### config.mk
export PLATFORM = sky130hd
export DESIGN_NAME = geofence_driver
export DESIGN_NICKNAME = d
export VERILOG_FILES = /design/src/rtl/geofence_pkg.sv /design/src/rtl/geofence_pp_buf.sv /design/src/rtl/geofence_driver.sv
export SDC_FILE = /design/constraint.sdc
export NUM_CORES = 1
export LEC_CHECK = 0
export ABC_AREA = 1
export CORE_AREA = 4 4 136 269
export DETAILED_ROUTE_END_ITERATION = 6
export DIE_AREA = 0 0 140 273
export PLACE_DENSITY = 0.84
export SKIP_CTS_REPAIR_TIMING = 1
export SYNTH_ARGS = -nofsm -noshare
export SYNTH_HDL_FRONTEND = slang
export SYNTH_SLANG_ARGS = --single-unit
### constraint.sdc
create_clock -name clk -period 6 [get_ports clk]
set_clock_uncertainty 0.1 [all_clocks]
set_input_delay 1.2 -clock clk [delete_from_list [all_inputs] [get_ports clk]]
set_output_delay 1.2 -clock clk [all_outputs]
set_load 0.1 [all_outputs]
### src/rtl/geofence_pkg.sv
// Shared types for the geofence transmit path.
// Record layout, widths and driver FSM states.
package geofence_pkg;

  localparam int XW = 10;
  localparam int YW = 10;
  localparam int RW = 11;
  localparam int NPTS_DEF = 6;

  typedef struct packed {
    logic [XW-1:0] x;
    logic [YW-1:0] y;
    logic [RW-1:0] r;
  } rec_t;

  typedef enum logic [1:0] {
    S_IDLE,
    S_SEND,
    S_WAIT,
    S_REPORT
  } state_t;

endpackage

### src/rtl/geofence_pp_buf.sv
// Ping-pong record buffer: loader fills one bank
// while the driver reads the other.
module geofence_pp_buf
  import geofence_pkg::*;
#(
  parameter int NPTS = NPTS_DEF,
  localparam int PW = $clog2(NPTS)
) (
  input  logic          clk,
  input  logic          rst_n,
  input  logic          wr_en,
  input  rec_t          wr_data,
  input  logic [PW-1:0] rd_idx,
  input  logic          free,
  output logic          fill_full,
  output logic          send_full,
  output rec_t          rd_data
);

  rec_t          mem [2][NPTS];
  logic [1:0]    full;
  logic          fill_sel;
  logic          send_sel;
  logic [PW-1:0] wp;
  logic          wr_ok;
  logic          wr_last;

  assign wr_ok = wr_en && !full[fill_sel];
  assign wr_last = wr_ok && (wp == PW'(NPTS - 1));

  // Banks are only ever written while not full and freed while
  // full, so fill and free always touch different banks.
  always_ff @(posedge clk or negedge rst_n) begin
    if (!rst_n) begin
      for (int b = 0; b < 2; b++)
        for (int i = 0; i < NPTS; i++)
          mem[b][i] <= '0;
      full <= '0;
      fill_sel <= 1'b0;
      send_sel <= 1'b0;
      wp <= '0;
    end else begin
      if (wr_ok) begin
        mem[fill_sel][wp] <= wr_data;
        wp <= wr_last ? '0 : wp + 1'b1;
      end
      if (wr_last) begin
        full[fill_sel] <= 1'b1;
        fill_sel <= ~fill_sel;
      end
      if (free) begin
        full[send_sel] <= 1'b0;
        send_sel <= ~send_sel;
      end
    end
  end

  assign fill_full = full[fill_sel];
  assign send_full = full[send_sel];
  assign rd_data = mem[send_sel][rd_idx];

endmodule

### src/rtl/geofence_driver.sv
// Streams buffered receiver records to geofence and
// returns a tagged inside/timeout result per test.
module geofence_driver
  import geofence_pkg::*;
#(
  parameter int NPTS = NPTS_DEF,
  parameter int TIMEOUT = 1023,
  parameter int TAGW = 8
) (
  input  logic            clk,
  input  logic            reset,
  input  logic            ld_valid,
  output logic            ld_ready,
  input  logic [XW-1:0]   ld_x,
  input  logic [YW-1:0]   ld_y,
  input  logic [RW-1:0]   ld_r,
  output logic [XW-1:0]   X,
  output logic [YW-1:0]   Y,
  output logic [RW-1:0]   R,
  output logic            gf_send,
  input  logic            valid,
  input  logic            is_inside,
  output logic            res_valid,
  output logic            res_inside,
  output logic            res_timeout,
  output logic [TAGW-1:0] res_tag
);

  localparam int PW = $clog2(NPTS);
  localparam int CW = $clog2(TIMEOUT + 1);

  state_t          state;
  state_t          state_nx;
  logic [PW-1:0]   rp;
  logic [CW-1:0]   cnt;
  logic [TAGW-1:0] tag;
  logic            inside_q;
  logic            tmo_q;
  logic            err;
  logic            rdy_en;
  logic            fill_full;
  logic            send_full;
  logic            last_rec;
  logic            cnt_hit;
  rec_t            wr_data;
  rec_t            rd_data;

  assign ld_ready = rdy_en && !fill_full;
  assign wr_data = '{x: ld_x, y: ld_y, r: ld_r};
  assign last_rec = (rp == PW'(NPTS - 1));
  assign cnt_hit = ((cnt + 1'b1) == CW'(TIMEOUT));

  geofence_pp_buf #(.NPTS(NPTS)) u_buf (
    .clk       (clk),
    .rst_n     (reset),
    .wr_en     (ld_valid && ld_ready),
    .wr_data   (wr_data),
    .rd_idx    (rp),
    .free      (state == S_REPORT),
    .fill_full (fill_full),
    .send_full (send_full),
    .rd_data   (rd_data)
  );

  always_ff @(posedge clk or negedge reset) begin
    if (!reset) state <= S_IDLE;
    else state <= state_nx;
  end

  always_comb begin
    state_nx = state;
    case (state)
      S_IDLE:   if (send_full) state_nx = S_SEND;
      S_SEND:   if (last_rec) state_nx = S_WAIT;
      S_WAIT:   if (valid || cnt_hit) state_nx = S_REPORT;
      S_REPORT: state_nx = S_IDLE;
      default:  state_nx = S_IDLE;
    endcase
  end

  // rdy_en holds ld_ready low until the first edge after reset.
  always_ff @(posedge clk or negedge reset) begin
    if (!reset) begin
      rp <= '0;
      cnt <= '0;
      tag <= '0;
      inside_q <= 1'b0;
      tmo_q <= 1'b0;
      err <= 1'b0;
      rdy_en <= 1'b0;
    end else begin
      rdy_en <= 1'b1;
      if (valid && state != S_WAIT) err <= 1'b1;
      case (state)
        S_IDLE: rp <= '0;
        S_SEND: begin
          rp <= last_rec ? '0 : rp + 1'b1;
          cnt <= '0;
        end
        S_WAIT: begin
          if (cnt != CW'(TIMEOUT)) cnt <= cnt + 1'b1;
          if (valid) begin
            inside_q <= is_inside;
            tmo_q <= 1'b0;
          end else if (cnt_hit) begin
            inside_q <= 1'b0;
            tmo_q <= 1'b1;
          end
        end
        S_REPORT: tag <= tag + 1'b1;
        default: ;
      endcase
    end
  end

  always_comb begin
    X = '0;
    Y = '0;
    R = '0;
    gf_send = 1'b0;
    res_valid = 1'b0;
    res_inside = 1'b0;
    res_timeout = 1'b0;
    res_tag = '0;
    if (state == S_SEND) begin
      X = rd_data.x;
      Y = rd_data.y;
      R = rd_data.r;
      gf_send = 1'b1;
    end
    if (state == S_REPORT) begin
      res_valid = 1'b1;
      res_inside = inside_q;
      res_timeout = tmo_q;
      res_tag = tag;
    end
  end

endmodule

# Word-level counts from Yosys, hierarchy flattened

Index checks and enable logic that the tools add are counted.

$lt $le $gt $ge: 10
Equality and inequality tests: 11
Bitwise gates (word level): 9
$add $sub $neg: 4
Reduce and logical (&&, ||, !) cells: 17
Multiplexer cells: 42

Operators with widths:

| kind                                                            | number |
|---|---|
| 186-bit 2-to-1 mux                                              | 4 |
| 372-bit bitwise mux                                             | 1 |
| 186-bit demux with 1-bit select                                 | 1 |
| 31-bit binary-select mux with 3-bit select                      | 1 |
| 31-bit demux with 3-bit select                                  | 1 |
| 31-bit 2-to-1 mux                                               | 3 |
| 10-bit 2-to-1 mux                                               | 3 |
| 10-bit one-hot mux with 2 select lines                          | 1 |
| 1-bit 2-to-1 mux                                                | 14 |
| 11-bit 2-to-1 mux                                               | 1 |
| 10-bit by 1-bit adder with 10-bit output, second input constant | 1 |
| 10-bit == test, second input constant                           | 1 |
| 2-bit 2-to-1 mux                                                | 5 |
| 10-bit inequality test, second input constant                   | 1 |
| 8-bit by 1-bit adder with 8-bit output, second input constant   | 1 |
| 4-bit greater-or-equal comparator, second input constant        | 2 |
| 1-bit logical AND                                               | 8 |
| 8-bit 2-to-1 mux                                                | 1 |
| 2-bit inequality test, second input constant                    | 4 |
| 3-bit inverter with 4-bit output                                | 2 |
| 2-bit one-hot mux with 4 select lines                           | 1 |
| 3-bit by 1-bit adder with 3-bit output, second input constant   | 2 |
| 3-bit == test, second input constant                            | 2 |
| 3-bit 2-to-1 mux                                                | 2 |
| other kinds (20)                                                | 30 |

Register bits after elaboration: 405
Word-level logic and storage cells: 140
Input bits: 36
Output and inout port bits: 44

# Depth between registers and ports, before layout

Gate-level depths: netlist of run 1.

Depth in word-level cells: 10
Depth in mapped cells: 12
Depth with buffers taken out: 12

# By module

A second synthesis of run 1 with hierarchy kept.

Cells, all modules: 2594
Area total of the unflattened synthesis: 19662.6 um^2

Modules (own cells, without submodules):

| module          | area an instance (um^2) | instances | seq. area each (um^2) | cells an instance |
|---|---|---|---|---|
| geofence_pp_buf | 17928.4                 | 1         | 9484.1                | 2336 |
| geofence_driver | 1734.2                  | 1         | 650.6                 | 258 |

# Worst setup path before layout of run 1

Ideal clock, no wire load.

Kind: register to output
Start: register state[1]
End: output R[9]
Stages on the path, launching flop included: 7
Slack: 0.476 ns
Data arrival time: 4.224 ns
Cell sequence: dfrtp_1 > inv_1 > ha_1 > clkbuf_1 > inv_1 > clkbuf_1 > o31ai_1

Longest elaborated chain between the ends: 2

RTL lines:

| item                                     | RTL line               | source |
|---|---|---|
| from (decl)                              | geofence_driver.sv:32  | `state_t state;` |
| from (signal assigned)                   | geofence_driver.sv:67  | `else state <= state_nx;` |
| 2-bit by 1-bit == test with 1-bit output | geofence_driver.sv:125 | `if (state == S_SEND) begin` |
| 11-bit 2-to-1 mux                        | geofence_driver.sv:125 |  |
| to (decl)                                | geofence_driver.sv:19  | `output logic [RW-1:0] R,` |

No other way between the ends.

# Final worst setup path of run 1

Start: register rp[0]
End: output R[0]

Longest elaborated chain between the ends: 5

RTL lines:

| item                                                   | RTL line               | source |
|---|---|---|
| from (decl)                                            | geofence_driver.sv:34  | `logic [PW-1:0] rp;` |
| from (signal assigned)                                 | geofence_driver.sv:97  | `rp <= last_rec ? '0 : rp + 1'b1;` |
| 3-bit inverter with 4-bit output (implied by the code) | geofence_pp_buf.sv:60  | `assign rd_data = mem[send_sel][rd_idx];` |
| 31-bit binary-select mux with 3-bit select             | geofence_pp_buf.sv:60  |  |
| 31-bit 2-to-1 mux (implied by the code) (2 in a row)   | geofence_pp_buf.sv:60  |  |
| 11-bit 2-to-1 mux                                      | geofence_driver.sv:125 |  |

No other way between the ends. The select of a mux whose other input is x is not followed.

==> results of run 1 <==
-- power groups by stage --
stage / registers, mW / logic [mW] / clock network (mW)
after floorplan: 4.25 / 3.74 / 0
after global placement: 4.36 / 4.75 / 0
after detailed placement: 4.41 / 4.89 / 0
after CTS: 4.38 / 4.93 / 2.38
after global routing: 4.50 / 5.48 / 2.49
final: 4.40 / 4.96 / 2.37
-- Yosys cell counts (18+ instances only) --
cell type | n | area [sq um]
o21ai_0 | 513 | 2570
nand2_1 | 511 | 1920
dfrtp_1 | 405 | 10100
inv_1 | 198 | 743
a21oi_1 | 143 | 716
nor2_1 | 90 | 338
clkbuf_1 | 67 | 251
buf_2 | 44 | 220
o21ai_1 | 44 | 220
o21ai_2 | 44 | 385
nand3_1 | 39 | 195
a22oi_1 | 18 | 135
-- cell families (layout without fill, tap and decap cells) --
group	count (synthesis)	in the layout	synth area share, %
muxes	1	1	0.0598
adders and majority gates	9	9	0.598
other	1	1	0.0199
AOI/OAI and AO/OA	803	803	23.0
xor gates and xnor gates	9	9	0.419
DFF	405	405	53.8
buffers and inverters	352	371	8.13
and+or+nand+nor	660	660	13.9
-- cell type report --
class,count,share of cell area [%]
Timing Repair Buffer,108,4.56
Tap cell,441,2.65
Inverter,203,3.74
Sequential cell,405,48.8
Clock buffer,48,4.99
Clock inverter,12,0.746
Multi-Input combinational cell,1483,34.5
-- sequential cells by signal, indices dropped and copies added, names as in the netlist --
register and count:
u_buf.send_sel 1, rp 3, u_buf.fill_sel 1, tmo_q 1
u_buf.full 2, tag 8, u_buf.wp 3, u_buf.mem 372
state 2, cnt 10, inside_q 1, rdy_en 1
-- worst reg2reg max path, delay by kind of cell (launching register included) --
family | cells | cell delay, ns
AO/OA/AOI/OAI | 2 | 0.45
flip-flops | 1 | 0.51
AND/OR/NAND/NOR | 4 | 0.94
buffers and inverters | 2 | 0.78
-- per-stage QoR --
step / cells / total power, mW / instance area [sq um] / util [%] / hold slack [ns]
after global placement: 2640 / 9.11 / 19600 / 57.0 / 0.357
after detailed placement: 2640 / 9.31 / 19600 / 57.0 / 0.363
final: 2700 / 11.7 / 20800 / 60.5 / 0.379
after floorplan: 2240 / 7.99 / 18800 / - / 0.342
after CTS: 2700 / 11.7 / 20800 / 60.5 / 0.381
after global routing: 2700 / 12.5 / 20800 / 60.5 / 0.400
-- final timing paths --
kind                              startpoint        endpoint  slack [ns]  cells past startpoint
worst min-delay path            u_buf.mem[6]    u_buf.mem[6]        0.38                      2
worst min register to register  u_buf.mem[6]    u_buf.mem[6]        0.38                      2
max in group asynchronous              reset  u_buf.mem[202]        3.83                      2
worst max-delay path                   rp[0]            R[0]        1.20                      9
min in group asynchronous              reset  u_buf.mem[131]        0.63                      1
worst max register to register         rp[2]        state[1]        3.13                      8
-- layer usage --
layer | up-vias | wire length [um] | part of all wire, %
met2 | 742 | 25900 | 51
met4 | 0 | 3370 | 6.6
met1 | 7761 | 18300 | 36
met5 | - | 0 | 0
li1 | 7348 | - | -
met3 | 194 | 3190 | 6.3
==> results_dict.tcl, run 1 <==
set metrics [dict create \
    multiInputGateArea_sq_um 7180 \
    critPathMostFrequentCell "buf_4" \
    path_max_fanout 37 \
    final_max_slew_viol_count 0 \
    synth_ff_type "dfrtp_1" \
    die_x_um 140 \
    yosysWarningCount 0 \
    gr-usage-met1_pct 31.4 \
    netlist-cell-type-count 40 \
    setup_viol 0 \
    num_rows 96 \
    grt_pass1_vias 15800 \
    clkPwrFrac_pct 20.2 \
    internal_power_mw 6.61 \
    die_y_um 273 \
    hold_path_class "flop to flop" \
    setup_slack_ns 1.20 \
    clk_latency_ns 0.53 \
    hold_viol 0 \
    p_switching_mw 5.11 \
    critPathCaptureType "output port" \
    finalWirelength_um 50800 \
    antenna-diode-count 0 \
    critical_path_buf_inv_count 3 \
    crit_type "flop to output port" \
    cts-root-buf "clkbuf_16" \
    top_usage_layer "met2" \
    drc_errors 0 \
    viasPerCell 5.94 \
    synth_cells 2240 \
    cts_buffers 35 \
    grt_max_degree 225 \
    start_util_pct 54.8 \
    io_pins 80 \
    fill_cells 2798 \
    p_seq_share_pct 37.5 \
    dp_slack_ns 1.82 \
    max_slew_margin_pct 17.5 \
    final_cell_mix "513 x o21ai_0, 507 x nand2_1, 404 x dfrtp_1" \
    synth_edf_count 0 \
    synthArstFlopShare_pct 100 \
    grt_util_met3_pct 2.56 \
    critPathMaxStageDelay_ns 0.91 \
    tritoncts "built" \
    post-route-min-period_ns 4.80 \
    ys_seq_area_share_pct 53.8 \
    clk_path_buf_depth 3 \
    rsz0062_at_grt "false" \
    p_leak_nw 9.78 \
    path_delay_family "simple AND/OR/NAND/NOR gates" \
    vdd_drop_max_mv 0.370 \
    final_common_cell "o21ai_0" \
    dieArea_sq_um 38200 \
    swShare_pct 43.6 \
    nNetsFinal 2281 \
    core_sq_um 34400 \
    regArea_sq_um 10100 \
    worstMarginPinSlew_ns 1.24 \
    fmax_ghz 0.208 \
    htreeDepth 2 \
    cp_slowest_cell "nor2_2" \
    power_frac_comb_pct 42.3 \
    grt_pass1_wl_um 82200 \
    hpwl_um 30900 \
    antenna_found_initial 0 \
    drtAntennaViolNets 0 \
    syn_nets 2285 \
    critPathArrivalTime_ns 3.50 \
    avgSynthCellArea_sq_um 8.41 \
    ys_seq_elements 405 \
    globalplace.congestion 0.866 \
    drt-initial-drc-count 1589 \
    overflow 0 \
    drt-pass1-iter-count 6 \
    track_usage_pct 26.4 \
    drive_above_1_share_pct 8.41 \
    worstPathRequired_ns 4.70 \
    clk_pin_slew_ns 0.07 \
    outcome "finished, final reports clean" \
    layout-area-overhead-vs-synth_pct 10.4 \
    cp-start-kind "flop" \
    syn_area_sq_um 18800 \
    cts_sinks 405 \
    drv_cap 0 \
    finalCritPeriodShare_pct 80.0 \
    portBuffers 79 \
    wl_per_cell_um 18.8 \
    vias 16000 \
    p_per_area_nw_per_um2 564 \
    crit_chain "buf_4 > nor2_2 > buf_4 > o21a_1 > o21ai_0 > nand3_1 > a22oi_1 > nor2_1 > buf_4" \
    tns_ns 0 \
    met2_usage_pct 46.4 \
]
Power figures use the tool's default switching activity.
==> inputs of run 2 (changes only) <==
Clock period 6 ns to 4.7 ns, I/O delays scaled along.
==> run 2 against run 1 <==
Compared with the run above:
- the run now ends with DRC left
- clock power increased by 18%
- global-route usage increased by 1.8 points
- non-clock buffer count rose by 14
- die area stayed put
- sequential power grew 28%
- count of clock-buffer cells in the layout rose by 3
- via count up 1.3%
- sequential share of layout area down 0.88 points
- critical path depth decreased by 2
- design area increased by 1.8%
- first-iteration DRC count grew 10%
- largest cell class unchanged
- highest routed layer unchanged
==> results_dict.tcl, run 2 (synthesis results as in run 1) <==
set metrics [dict create \
    outcome "finished, violations left" \
    violations "DRC" \
    io_pins 80 \
    nNetsFinal 2295 \
    p_switching_mw 6.69 \
    track_usage_pct 28.2 \
    finalCritPeriodShare_pct 90.7 \
    drc_errors 15 \
    drt-pass1-iter-count 7 \
    viasPerCell 6.00 \
    rsz0062_at_grt "false" \
    hold_viol 0 \
    post-route-min-period_ns 4.26 \
    dp_slack_ns 1.16 \
    overflow 0 \
    portBuffers 79 \
    tns_ns 0 \
    wl_per_cell_um 19.9 \
    setup_slack_ns 0.436 \
    cp-start-kind "flop" \
    finalWirelength_um 53900 \
    antenna-diode-count 0 \
    critPathArrivalTime_ns 3.22 \
    path_max_fanout 193 \
    grt_max_degree 194 \
    max_slew_margin_pct 31.0 \
    worstMarginPinSlew_ns 1.03 \
    p_per_area_nw_per_um2 723 \
    num_rows 96 \
    timing.rr.start "u_buf.fill_sel" \
    final_cell_mix "513 x o21ai_0, 507 x nand2_1, 404 x dfrtp_1" \
    place_inst 2654 \
    layout.cells.non_filler 2711 \
    regArea_sq_um 10100 \
    drt-initial-drc-count 1750 \
    cts_buffers 35 \
    p_leak_nw 9.90 \
    clk_latency_ns 0.53 \
    hpwl_um 33200 \
    layout-area-overhead-vs-synth_pct 12.4 \
    reg_top3 "u_buf.mem (372), cnt (10), tag (8)" \
    fill_cells 2797 \
    internal_power_mw 8.60 \
    final_max_slew_viol_count 0 \
    finalPower_mw 15.3 \
    largest_reg_flops 372 \
    cts_sinks 405 \
    clkPwrFrac_pct 18.2 \
    grt_pass1_wl_um 86400 \
    die_y_um 273 \
    final_common_cell "o21ai_0" \
    critPathCaptureType "output port" \
    dieArea_sq_um 38200 \
    fmax_ghz 0.235 \
    globalplace.congestion 0.909 \
    drive_above_1_share_pct 8.63 \
    place_area_sq_um 20100 \
    antenna_found_initial 0 \
    htreeDepth 2 \
    drv_cap 0 \
    start_util_pct 54.8 \
    setup_viol 0 \
    crit_start "u_buf.send_sel" \
    vdd_drop_max_mv 0.430 \
    crit_type "flop to output port" \
    drtAntennaViolNets 0 \
    cts-root-buf "clkbuf_16" \
    die_x_um 140 \
    multiInputGateArea_sq_um 7180 \
    vias 16300 \
    clk_pin_slew_ns 0.07 \
    final_area_sq_um 21200 \
    core_sq_um 34400 \
    hold_path_class "input pin to async pin" \
    clk_path_buf_depth 3 \
    worstPathRequired_ns 3.66 \
    swShare_pct 43.8 \
    grt_pass1_vias 16700 \
    p_seq_share_pct 36.9 \
    largest-register "u_buf.mem" \
    tritoncts "built" \
    power_frac_comb_pct 44.9 \
]
-- run 2: stage by stage --
stage	hold WS (ns)	utilization (%)
after CTS	0.372	61.6
after detailed placement	0.364	58.5
after floorplan	0.342	-
after global routing	0.376	61.6
after global placement	0.355	58.5
final	0.299	61.6
-- run 2: cell type report --
class / instances / share of cell area, %
clock buffers: 51 / 4.81
clock inverters: 6 / 0.183
inverters: 203 / 3.67
multi-input cells: 1483 / 33.9
flip-flops and latches: 405 / 47.9
well taps: 441 / 2.61
repair buffers: 122 / 6.92
-- run 2: worst max-delay path, stage by stage, from the launching register on --
cell and delay (ns):
dfrtp_2 0.45, inv_8 0.62, buf_4 0.42, nor2_1 0.08, o21ai_0 0.21, a21oi_1 0.06
o31ai_1 0.42, buf_12 0.24
-- run 2: metal layers --
layer	global-route usage [%]	wire length (um)	share of wire [%]	up-vias
met5	0	0	0	-
met4	19.9	4100	7.6	0
met3	4.20	4350	8.1	241
met2	48.2	27000	50	859
met1	32.1	18500	34	7782
li1	-	-	-	7379
-- run 2: worst paths after layout --
check,end,slack (ns),cells past startpoint
worst max register to register,u_buf.mem[194],1.94,9
worst min register to register,u_buf.mem[126],0.38,2
min in group clk,u_buf.mem[126],0.38,2
worst max-delay path,Y[6],0.44,7
worst min-delay path,u_buf.mem[250],0.30,1
max in group asynchronous,u_buf.mem[44],3.05,2
-- run 2: power by group through the flow --
stage          Clock, mW  Combinational [mW]  Sequential [mW]
4_1_cts             2.81                6.80             5.61
3_3_place_gp           0                6.53             5.59
2_1_floorplan          0                4.77             5.43
6_report            2.79                6.87             5.64
3_5_place_dp           0                6.74             5.65
5_1_grt             2.95                7.50             5.77
